===== src/rtl/dmem_arbiter_pkg.sv =====
// Shared types and constants for the data-memory arbiter.
package dmem_arbiter_pkg;

  // Arbitration FSM: free round-robin, or port 1 holding a locked burst.
  typedef enum logic {
    ARB   = 1'b0,
    LOCK1 = 1'b1
  } state_t;

  // Requester indices into the grant vector.
  localparam int unsigned P_PIPE    = 0;
  localparam int unsigned P_LOAD    = 1;
  localparam int unsigned NUM_PORTS = 2;

endpackage


===== src/rtl/dmem_arbiter_rr_arb2.sv =====
// Two-way round-robin pick: a lone request wins, a tie goes to the port not granted last.
module dmem_arbiter_rr_arb2
  import dmem_arbiter_pkg::*;
(
  input  logic [NUM_PORTS-1:0] req,
  input  logic                 last_gnt,
  output logic [NUM_PORTS-1:0] gnt_c
);

  // Tie-break against the previous winner, otherwise pass the request through.
  always_comb begin
    gnt_c = '0;
    if (req[P_PIPE] && req[P_LOAD]) begin
      gnt_c = last_gnt ? 2'b01 : 2'b10;
    end else begin
      gnt_c = req;
    end
  end

endmodule


===== src/rtl/dmem_arbiter.sv =====
// Shares one single-ported data memory between the pipeline MEM stage (port 0)
// and the loader/debug port (port 1), with locked bursts and starvation relief.
module dmem_arbiter
  import dmem_arbiter_pkg::*;
#(
  parameter int unsigned ADDR_W   = 7,
  parameter int unsigned DATA_W   = 32,
  parameter int unsigned MAX_WAIT = 4
) (
  input  logic              clk,
  input  logic              rst_n,
  input  logic              req0,
  input  logic              we0,
  input  logic [ADDR_W-1:0] addr0,
  input  logic [DATA_W-1:0] wdata0,
  input  logic              req1,
  input  logic              we1,
  input  logic [ADDR_W-1:0] addr1,
  input  logic [DATA_W-1:0] wdata1,
  input  logic              lock1,
  output logic              gnt0,
  output logic              gnt1,
  output logic              rvalid0,
  output logic              rvalid1,
  output logic [DATA_W-1:0] rdata,
  output logic              err0,
  output logic              err1,
  output logic              stall_mem,
  output logic [ADDR_W-1:0] mem_addr,
  output logic [DATA_W-1:0] mem_wdata,
  output logic              mem_we,
  output logic              mem_re,
  input  logic [DATA_W-1:0] mem_rdata
);

  localparam int unsigned WAIT_W = $clog2(MAX_WAIT + 1);

  state_t                 state;
  logic                   last_gnt;
  logic [WAIT_W-1:0]      wait_cnt;
  logic [NUM_PORTS-1:0]   rr_gnt_c;
  logic [NUM_PORTS-1:0]   gnt_vec_c;
  logic                   force0_c;
  logic                   any_gnt_c;
  logic                   sel_load_c;
  logic [ADDR_W-1:0]      sel_addr_c;
  logic [DATA_W-1:0]      sel_wdata_c;
  logic                   sel_we_c;
  logic                   misalign_c;

  dmem_arbiter_rr_arb2 u_rr (
    .req      ({req1, req0}),
    .last_gnt (last_gnt),
    .gnt_c    (rr_gnt_c)
  );

  // Grant selection: starving port 0 first, then an active lock, else round robin.
  always_comb begin
    force0_c  = req0 && (wait_cnt == WAIT_W'(MAX_WAIT));
    gnt_vec_c = '0;
    if (!rst_n) begin
      gnt_vec_c = '0;
    end else if (force0_c) begin
      gnt_vec_c = 2'b01;
    end else if ((state == LOCK1) && req1 && lock1) begin
      gnt_vec_c = 2'b10;
    end else begin
      gnt_vec_c = rr_gnt_c;
    end
  end

  assign gnt0      = gnt_vec_c[P_PIPE];
  assign gnt1      = gnt_vec_c[P_LOAD];
  assign stall_mem = req0 && !gnt0;

  // Request mux toward the memory; misaligned accesses are granted but never reach it.
  always_comb begin
    any_gnt_c   = |gnt_vec_c;
    sel_load_c  = gnt_vec_c[P_LOAD];
    sel_addr_c  = sel_load_c ? addr1  : addr0;
    sel_wdata_c = sel_load_c ? wdata1 : wdata0;
    sel_we_c    = sel_load_c ? we1    : we0;
    misalign_c  = |sel_addr_c[1:0];
    mem_addr    = any_gnt_c ? sel_addr_c  : '0;
    mem_wdata   = any_gnt_c ? sel_wdata_c : '0;
    mem_we      = any_gnt_c && sel_we_c  && !misalign_c;
    mem_re      = any_gnt_c && !sel_we_c && !misalign_c;
  end

  // FSM, fairness state, starvation counter and the registered response.
  always_ff @(posedge clk) begin
    if (!rst_n) begin
      state    <= ARB;
      last_gnt <= 1'b1;
      wait_cnt <= '0;
      rvalid0  <= 1'b0;
      rvalid1  <= 1'b0;
      err0     <= 1'b0;
      err1     <= 1'b0;
      rdata    <= '0;
    end else begin
      state <= (gnt1 && lock1) ? LOCK1 : ARB;
      if (any_gnt_c) begin
        last_gnt <= sel_load_c;
      end
      if (!req0 || gnt0) begin
        wait_cnt <= '0;
      end else if (wait_cnt != WAIT_W'(MAX_WAIT)) begin
        wait_cnt <= wait_cnt + WAIT_W'(1);
      end
      rvalid0 <= gnt0;
      rvalid1 <= gnt1;
      err0    <= gnt0 && misalign_c;
      err1    <= gnt1 && misalign_c;
      if (any_gnt_c && misalign_c) begin
        rdata <= '0;
      end else if (any_gnt_c && !sel_we_c) begin
        rdata <= mem_rdata;
      end
    end
  end

endmodule


===== config.mk =====
export PLATFORM = sky130hd
export DESIGN_NAME = dmem_arbiter
export DESIGN_NICKNAME = d
export VERILOG_FILES = /design/src/rtl/dmem_arbiter_pkg.sv /design/src/rtl/dmem_arbiter_rr_arb2.sv /design/src/rtl/dmem_arbiter.sv
export SDC_FILE = /design/constraint.sdc
export NUM_CORES = 1
export LEC_CHECK = 0
export CAP_MARGIN = 20
export CORE_ASPECT_RATIO = 0.8
export CORE_UTILIZATION = 35
export DETAILED_ROUTE_END_ITERATION = 10
export PLACE_DENSITY = 0.82
export SYNTH_ARGS = -nofsm -noshare
export SYNTH_HDL_FRONTEND = slang
export SYNTH_SLANG_ARGS = --single-unit

===== constraint.sdc =====
create_clock -name clk -period 2.1 [get_ports clk]
set_clock_uncertainty 0.15 [all_clocks]
set_input_delay 0.315 -clock clk [delete_from_list [all_inputs] [get_ports clk]]
set_output_delay 0.315 -clock clk [all_outputs]
set_load 0.05 [all_outputs]

==> flow_metrics.env, run 1 <==
export IMPL_synth_cell_area_um2=2740
export IMPL_worst_setup_path_type="register to register"
export IMPL_drtIter0Drc=345
export IMPL_yosysMostFrequentCell="a21oi_1"
export IMPL_ys_ff_latch=41
export IMPL_maxSlewHeadroom=0.599
export IMPL_clkLatencyLatePin_ps=300
export IMPL_cts_sinks=41
export IMPL_seq_area_frac_synth=0.300
export IMPL_place_gp_congestion=0.847
export IMPL_slowest_stage="a21oi_1"
export IMPL_synth_distinct_cells=38
export IMPL_regArea_um2=826
export IMPL_status="complete, but fails checks"
export IMPL_reg2regPathDepth=8
export IMPL_syn_inst=352
export IMPL_pre_cts_slack_ps=-384
export IMPL_clk_path_buf_depth=2
export IMPL_startpoint="state"
export IMPL_multi_input_area_um2=2540
export IMPL_r2r_start="state"
export IMPL_total_power_mw=3.16
export IMPL_yosysTopAreaCellShare=0.300
export IMPL_reg2reg_to="rdata[20]"
export IMPL_cap_violations=0
export IMPL_antenna_cells=0
export IMPL_grt_pass1_wl_um=23100
export IMPL_cp_top_family="compound AO/OA/AOI/OAI gates"
export IMPL_cts_buffers=5
export IMPL_layout_min_cycle_time_ps=2540
export IMPL_cp_num_buf_inv=4
export IMPL_grt_max_degree=42
export IMPL_port_buffer_count=196
export IMPL_holdWs_ps=318
export IMPL_clk_pin_slew_ps=80
export IMPL_layout_drive_gt1_share=0.446
export IMPL_wirelength_um=18700
export IMPL_cp_max_fo=32
export IMPL_cp_required_ps=2090
export IMPL_antenna_found_initial=1
export IMPL_num_fill_cells=299
export IMPL_track_usage=0.374
export IMPL_yosys_area_top_type="dfxtp_1"
export IMPL_worstMarginPinSlew_ps=600
export IMPL_setup_viol=76
export IMPL_synthesis_nets=471
export IMPL_fmax_ghz=0.394
export IMPL_tritoncts="yes"
export IMPL_power_leakage_nw=2.26
export IMPL_slowest_delay_ps=470
export IMPL_hold_depth=2
export IMPL_layout_nets=683
export IMPL_dpl_hpwl_um=9620
export IMPL_synth_enable_flop_cells=0
export IMPL_ctsHtreeMaxLevel=2
export IMPL_synthArstFlopShare=0
export IMPL_grt_pass1_vias=4165
export IMPL_vias=4453
export IMPL_final_max_slew_violation_count=0
export IMPL_synth_top_flop_cell="dfxtp_1"
export IMPL_drt_pass1_iterations=5
export IMPL_crit_arrival_ps=2520
export IMPL_area_growth_pct=147
export IMPL_drc=0
export IMPL_hold_class="register to register"
export IMPL_grt_ovfl_total=0
export IMPL_antenna_left=0
export IMPL_die_h_um=81.1
export IMPL_io_pins=197
export IMPL_fin_crit_sh=1.21
export IMPL_start_util=0.365
export IMPL_synthTopCellsByArea="dfxtp_1 30%, a21oi_1 13%, o2111ai_1 10%, nand3_1 7.3%, o21ai_0 7.0%"
export IMPL_crit_path_end_kind="register"
export IMPL_placement_rows=28
export IMPL_crit_chain="a21bo_4 -> buf_12 -> buf_8 -> buf_4 -> a2bb2oi_4 -> buf_6 -> o31ai_1 -> a21oi_1"
export IMPL_die_w_um=101
export IMPL_hold_violations=0
export IMPL_r2r_setup_slack_ps=-440
export IMPL_yosysWarnings=0
export IMPL_fin_setup_tns_ps=-16680
export IMPL_crit_cells=8
export IMPL_cts_hold_buf=0
export IMPL_viasPerCell=6.65
export IMPL_crit_end="rdata[20]"
export IMPL_cp_start_kind="register"
export IMPL_peakVddDrop_uv=338
export IMPL_failed_checks="negative setup slack"
export IMPL_clockRootBuffer="clkbuf_8"
export IMPL_fp_coreArea_um2=7500
export IMPL_rsz0062_at_grt="true"
export IMPL_fin_ws_ps=-436
export IMPL_synth_commonest_cells="72 x a21oi_1, 41 x dfxtp_1, 40 x nand3_1"
export IMPL_post_drt_wl_per_cell_um=28.0
export IMPL_die_area_um2=8170
export IMPL_powerDensity_nw_per_um2=468
export IMPL_syn_area_per_cell_um2=7.77
[metal layers]
metal / global-route usage / vias to the layer above / share of wire
met1: 0.437 / 2140 / 0.35
met3: 0.0818 / 136 / 0.089
met4: 0.199 / 2 / 0.077
li1: - / 1812 / -
met2: 0.646 / 363 / 0.49
met5: 0 / - / 0.00069
[power by group]
part           switching, mW  leakage (nW)  internal [mW]  total (mW)
Clock                  0.293        0.0585          0.388       0.681
Combinational          0.910          1.86          0.743        1.65
Sequential            0.0198         0.335          0.806       0.826
[layout make-up]
| cell class | instances | share of cell area |
|---|---|---|
| Clock buffer | 7 | 0.0128 |
| Clock inverter | 1 | 0.00444 |
| Inverter | 4 | 0.00222 |
| Multi-Input combinational cell | 260 | 0.376 |
| Sequential cell | 41 | 0.122 |
| Tap cell | 105 | 0.0194 |
| Timing Repair Buffer | 252 | 0.463 |
[sequential cells by signal, summed over array words and instances, names as in the netlist]
name	cells
state	1
err0	1
rdata	32
last_gnt	1
rvalid0	1
err1	1
wait_cnt	3
rvalid1	1
[worst min-delay path, delay by kind of cell (launching register included)]
family	cells	cell delay (ps)
flip-flops	1	320
AO/OA/AOI/OAI	2	110
[worst min path at each step]
stage	endpoint	startpoint	slack (ps)
detailed placement	rdata[28]	rdata[28]	310
CTS	state	lock1	250
finish	rdata[28]	rdata[28]	320
global route	state	lock1	310
floorplan	last_gnt	req1	300
global placement	rdata[7]	rdata[7]	310
[repair_timing]
| item | in CTS | in global routing |
|---|---|---|
| buffers inserted | 10 | 4 |
| gates cloned | 2 | 3 |
| pin swaps | 36 | 26 |
| gates resized for setup | 98 | 49 |
| hold endpoints to repair | 0 | 0 |
| setup endpoints to repair | 46 | 76 |
[metrics by stage]
step	cells	utilization	cell area, um^2
floorplan	352	-	3220
global placement	642	0.788	5910
detailed placement	643	0.792	5940
CTS	663	0.859	6440
global route	670	0.901	6760
finish	670	0.901	6760
[logic make-up (layout without fill, tap and decap cells)]
| group | count (synthesis) | after routing | synth area share |
|---|---|---|---|
| compound gates | 189 | 189 | 0.472 |
| fa+ha+maj | 2 | 2 | 0.00915 |
| buf+inv | 51 | 264 | 0.0929 |
| flops | 41 | 41 | 0.300 |
| mux | 1 | 1 | 0.00366 |
| simple gates | 68 | 68 | 0.122 |
[layout by cell type (no fill, tap or decap), types with 3 or more instances in the layout]
master             n
nand3_1           25
o31ai_2           18
dfxtp_1           37
o2111ai_1         31
dfxtp_2            4
nor2_1             6
buf_4             30
clkbuf_16          4
a21oi_4           40
inv_2              3
buf_16             4
a21oi_2            3
clkbuf_8           6
nand3_2           15
nand2_1            4
clkdlybuf4s50_1  149
buf_12            54
a21oi_1           30
o21ai_4            5
nor3_1             3
o31ai_1           12
dlygate4sd2_1      3
buf_6              7
o21ai_2           35
Note: power is estimated with default switching activity, not from simulation.
==> run 2: changes to the inputs <==
--- a/config.mk
+++ b/config.mk
@@ -7,6 +7,7 @@
 export LEC_CHECK = 0
 export CAP_MARGIN = 20
 export CORE_ASPECT_RATIO = 0.8
+export CORE_MARGIN = 2
 export CORE_UTILIZATION = 35
 export DETAILED_ROUTE_END_ITERATION = 10
 export PLACE_DENSITY = 0.82
==> flow_metrics.env, run 2 (synthesis results as in run 1) <==
export IMPL_drtIter0Drc=337
export IMPL_ctsHtreeMaxLevel=2
export IMPL_die_h_um=83.1
export IMPL_wirelength_um=17500
export IMPL_pwr_share_comb=0.517
export IMPL_crit_path_end_kind="output pin"
export IMPL_area_growth_pct=147
export IMPL_fin_util=0.900
export IMPL_grt_pass1_wl_um=24600
export IMPL_layout_nets=688
export IMPL_reg_largest_list="rdata: 32 flops, wait_cnt: 3 flops"
export IMPL_slowest_delay_ps=360
export IMPL_antenna_cells=0
export IMPL_pre_cts_slack_ps=-415
export IMPL_powerDensity_nw_per_um2=460
export IMPL_port_buffer_count=196
export IMPL_io_pins=197
export IMPL_cp_num_buf_inv=5
export IMPL_num_fill_cells=293
export IMPL_worst_setup_path_type="register to output pin"
export IMPL_clk_pin_slew_ps=90
export IMPL_worstMarginPinSlew_ps=674
export IMPL_tritoncts="yes"
export IMPL_final_common_cell="clkdlybuf4s50_1"
export IMPL_path_common_cell="buf_12"
export IMPL_grt_ovfl_total=0
export IMPL_swShare=0.383
export IMPL_wirelength_met1_um=6230
export IMPL_setup_viol=45
export IMPL_fin_ws_ps=-381
export IMPL_vias=4365
export IMPL_status="complete, but fails checks"
export IMPL_antenna_found_initial=0
export IMPL_start_util=0.365
export IMPL_track_usage=0.369
export IMPL_placement_rows=28
export IMPL_crit_chain="inv_2 -> ha_4 -> nand2_4 -> buf_6 -> a21o_4 -> buf_12 -> buf_12 -> nand3_4 -> a21oi_4 -> buf_12"
export IMPL_layout_min_cycle_time_ps=2480
export IMPL_regArea_um2=825
export IMPL_final_cell_mix="148 x clkdlybuf4s50_1, 55 x buf_12, 40 x a21oi_4"
export IMPL_largest_reg_flops=32
export IMPL_route_met2_wl_um=8610
export IMPL_rsz0062_at_grt="true"
export IMPL_hold_class="register to register"
export IMPL_top_layer_used="met4"
export IMPL_die_area_um2=8540
export IMPL_failed_checks="negative setup slack"
export IMPL_peakVddDrop_uv=418
export IMPL_viasPerCell=6.47
export IMPL_total_power_mw=3.11
export IMPL_cp_required_ps=1630
export IMPL_fmax_ghz=0.403
export IMPL_grt_pass1_vias=4451
export IMPL_dpl_hpwl_um=9250
export IMPL_wl_met3_um=1410
export IMPL_hold_violations=0
export IMPL_drc=0
export IMPL_fin_area_um2=6750
export IMPL_p_int_mw=1.91
export IMPL_slowest_stage="dfxtp_2"
export IMPL_seqPwrFrac=0.266
export IMPL_largest_register="rdata"
export IMPL_clk_path_buf_depth=2
export IMPL_cts_sinks=41
export IMPL_clockRootBuffer="clkbuf_8"
export IMPL_clkPwrFrac=0.217
export IMPL_fp_coreArea_um2=7500
export IMPL_place_area_um2=5980
export IMPL_grt_max_degree=38
export IMPL_cp_start_kind="register"
export IMPL_drt_pass1_iterations=5
export IMPL_cap_violations=0
export IMPL_cts_buffers=5
export IMPL_place_gp_congestion=0.883
export IMPL_antenna_left=0
export IMPL_final_max_slew_violation_count=0
export IMPL_post_drt_wl_per_cell_um=25.9
export IMPL_fin_setup_tns_ps=-12100
export IMPL_p_sw_mw=1.19
export IMPL_cp_max_fo=7
export IMPL_clkLatencyLatePin_ps=300
export IMPL_crit_arrival_ps=2020
export IMPL_multi_input_area_um2=2580
export IMPL_maxSlewHeadroom=0.550
export IMPL_die_w_um=103
export IMPL_fin_crit_sh=1.18
export IMPL_cp_top_family="buffers and inverters"
export IMPL_layout_drive_gt1_share=0.419
export IMPL_power_leakage_nw=2.24
run 2: cell types whose count changed in the layout (fill, tap and decap cells not counted), sizes merged:
cell / before / now
buf: 96 / 105
clkbuf: 11 / 7
clkdlybuf4s50: 149 / 148
dlygate4sd2: 3 / 4
run 2: final timing paths:
kind,to,cells after the start,from,slack [ps]
min,rdata[5],2,rdata[5],330
max,mem_wdata[22],10,wait_cnt[0],-380
max reg2reg,rdata[7],9,wait_cnt[0],-50
min reg2reg,rdata[5],2,rdata[5],330
run 2: layer usage:
metal | GRT usage | vias up
met5 | 0 | -
met4 | 0.200 | 0
met3 | 0.0800 | 107
met2 | 0.623 | 355
met1 | 0.427 | 2098
li1 | - | 1805
run 2: area by class of cell:
type / count / area share
multi-input combinational: 260 / 0.383
sequential: 41 / 0.122
timing repair buffer: 257 / 0.456
tap: 105 / 0.0195
clock inverter: 1 / 0.00445
clock buffer: 7 / 0.0128
inverter: 4 / 0.00259
run 2: stage by stage:
step / hold WS (ps) / instances
finish: 333 / 675
global route: 355 / 675
CTS: 304 / 677
detailed placement: 315 / 651
global placement: 305 / 650
floorplan: 299 / 352
run 2: tightest hold or removal path, cell delays in order, from the launching register on:
cell	delay [ps]
dfxtp_1	330
o31ai_2	60
a21oi_1	60
run 2: power groups by stage:
stage / Clock [mW] / Combinational [mW] / Sequential, mW
after CTS: 0.670 / 1.52 / 0.823
after floorplan: 0 / 0.600 / 0.928
after global routing: 0.702 / 1.64 / 0.827
after detailed placement: 0 / 1.37 / 0.840
after global placement: 0 / 1.34 / 0.839
final: 0.674 / 1.61 / 0.826
run 2: timing repair:
action,CTS,global route
endpoints found under the setup margin,44,53
pin swaps,8,21
cloned,5,0
hold endpoints to repair,0,0
setup buffers,13,1
hold buffers,0,0
gates resized for setup,94,48
==> edit, RTL diff (config.mk and constraints of run 2) <==
Remove the register `err1`: a continuous assignment takes its place, so the output `err1` follows one clock earlier.
--- a/src/rtl/dmem_arbiter.sv
+++ b/src/rtl/dmem_arbiter.sv
@@ -98,3 +98,2 @@
       err0     <= 1'b0;
-      err1     <= 1'b0;
       rdata    <= '0;
@@ -113,3 +112,2 @@
       err0    <= gnt0 && misalign_c;
-      err1    <= gnt1 && misalign_c;
       if (any_gnt_c && misalign_c) begin
@@ -122,2 +120,4 @@
 
+  assign err1 = gnt1 && misalign_c;
+
 endmodule
Function: changed (a bounded check fails within 4 cycles, from zero or initial values and one cycle with rst_n low).
==> edit against run 2 <==
  * The run still ends with negative setup slack left
  * Sequential cell count is 1 lower
  * Global-route usage is 3.9 points lower
  * Via count is 1.2% higher
  * Power is 3.1% lower
  * Area after synthesis is 0.73% lower
  * Routed wire length is 4.6% higher
  * Setup slack better by 0.011 ns
  * Critical path depth is 1 lower
  * Final area is 0.20% higher
  * Maximum frequency is 0.46% higher
  * Largest cell class unchanged
==> edit: results (changes against run 2) <==
[clock_network]
cts.path.max_buffers = 2  ; unchanged
cts.reportedPaths.clkPinSlew_ns = 0.09  ; about the same
worstSkewPairLatency_ns = 0.30  ; about the same

[routing]
wl_per_cell_um = 27.3  ; +5.3%
met2_length_um = 9010  ; +4.7%
first_pass_iters = 5  ; unchanged
vias = 4417  ; +1.2%
top_layer_used = met4
drt-initial-drc-count = 462  ; +37%
wl_met1_um = 6470  ; +3.8%
wl_met3_um = 1660  ; +18%

[yosys]
yosys-top-cells-count = a21oi_1 (72), dfxtp_1 (40), nand3_1 (40), o21ai_0 (38), o2111ai_1 (32)
yosys_warnings = 0  ; unchanged
synth_cell_types = 38  ; unchanged
syn_nets = 470  ; -0.21%
async_reset_ff_share_pct = 0  ; unchanged
synthTopCellsByArea = dfxtp_1 (29%), a21oi_1 (13%), o2111ai_1 (10%)
ys.flop_type = dfxtp_1
ys_seq_area_share_pct = 29.5  ; -0.52 points

[outcome]
status = complete, but fails checks
violations = negative setup slack

[critical_path]
regToRegSetupSlack_ns = -0.09  ; -0.04 ns
reg2reg_depth = 12  ; +3
crit_fanout = 12  ; +5
timing.critical_path.from = wait_cnt[1]$_SDFFE_PP0P_
cp_top_family = buffers and inverters
crit_arrival_ns = 2.00  ; -0.02 ns
r2r_end = rdata[9]$_SDFFE_PP0P_
endpoint = mem_wdata[7]

[placement]
place.gp.congestion = 0.811  ; -8.2%
place_ws_ns = -0.383  ; +0.0319 ns
placed_area_um2 = 5880  ; -1.8%
port_buffers = 196  ; unchanged
dp_hpwl_um = 8880  ; -3.9%

[global_routing]
grt_util_met2_pct = 58.8  ; -3.5 points
grt_pass1_wl_um = 21500  ; -13%
grt_use_met1_pct = 40.8  ; -1.9 points
grtUsageTotal_pct = 32.9  ; -3.9 points
grt_pass1_vias = 3957  ; -11%
grtUsageMet3_pct = 4.77  ; -3.2 points
antenna_found_initial = 0  ; unchanged
grt_max_degree = 42  ; +11%

[final_layout]
n_antenna_cell = 0  ; unchanged
nets = 683  ; -0.73%
fillers = 287  ; -2.0%
reg.largest.list = rdata: 32 flops, wait_cnt: 3 flops
layout-drive-gt1-share_pct = 44.1  ; +2.1 points

[worst_hold_path]
hold_path_class = in -> reg
hold_depth = 2  ; unchanged
hp-start = lock1
worstHoldEndpoint = state$_SDFF_PN0_

[power_and_ir_drop]
power_leakage_uw = 0.00223  ; -0.45%
p_switching_uw = 1220  ; +2.8%
ir_worst_vdd_mv = 0.447  ; +6.9%

[timing]
setup_viol = 77  ; +71%
holdWs_ns = 0.333  ; +0.000558 ns
worst_slew_pin_slew_ns = 0.541  ; -0.133 ns
setup_slack_ns = -0.369  ; +0.0114 ns

-- edit: power groups by stage --
stage	clock, uW	sequential [uW]	combinational, uW
3_5_place_dp	0	819	1350
5_1_grt	588	808	1670
4_1_cts	553	802	1480
2_1_floorplan	0	904	606
6_report	564	807	1640
3_3_place_gp	0	818	1320
-- edit: cell families after synthesis --
logic type	after synthesis	share of synthesized area (%)
DFF	40	29.5
adders and majority gates	2	0.922
muxes	1	0.369
buffers and inverters	51	9.35
AOI/OAI and AO/OA	189	47.6
and+or+nand+nor	68	12.3
-- edit: worst reg2reg max path, cell delays in order (launching register included) --
cell	delay (ns)
dfxtp_2	0.34
inv_2	0.07
ha_4	0.17
nand2_8	0.07
a21oi_4	0.20
buf_6	0.16
buf_12	0.10
buf_16	0.14
buf_6	0.12
o211ai_1	0.10
buf_4	0.19
clkbuf_16	0.18
a21oi_1	0.14
-- edit: metrics by stage --
stage,cells,util [%],setup TNS [ns]
2_1_floorplan,351,-,-0.0722
5_1_grt,670,90.6,-16.80
6_report,670,90.6,-14.36
4_1_cts,663,85.7,-9.90
3_5_place_dp,639,78.8,-18.60
3_3_place_gp,638,78.6,-24.16
-- edit: what timing repair did --
| action | CTS | global route |
|---|---|---|
| pin swaps | 29 | 15 |
| gates cloned | 4 | 5 |
| resized for setup | 89 | 61 |
| setup buffers | 12 | 4 |
| endpoints found under the setup margin | 45 | 76 |
-- edit: area by class of cell --
cell class | count | share of cell area (%)
Timing Repair Buffer | 253 | 46.3
Multi-Input combinational cell | 260 | 38.2
Sequential cell | 40 | 11.9
Tap cell | 105 | 1.94
Clock buffer | 6 | 1.22
Inverter | 4 | 0.222
Clock inverter | 2 | 0.148
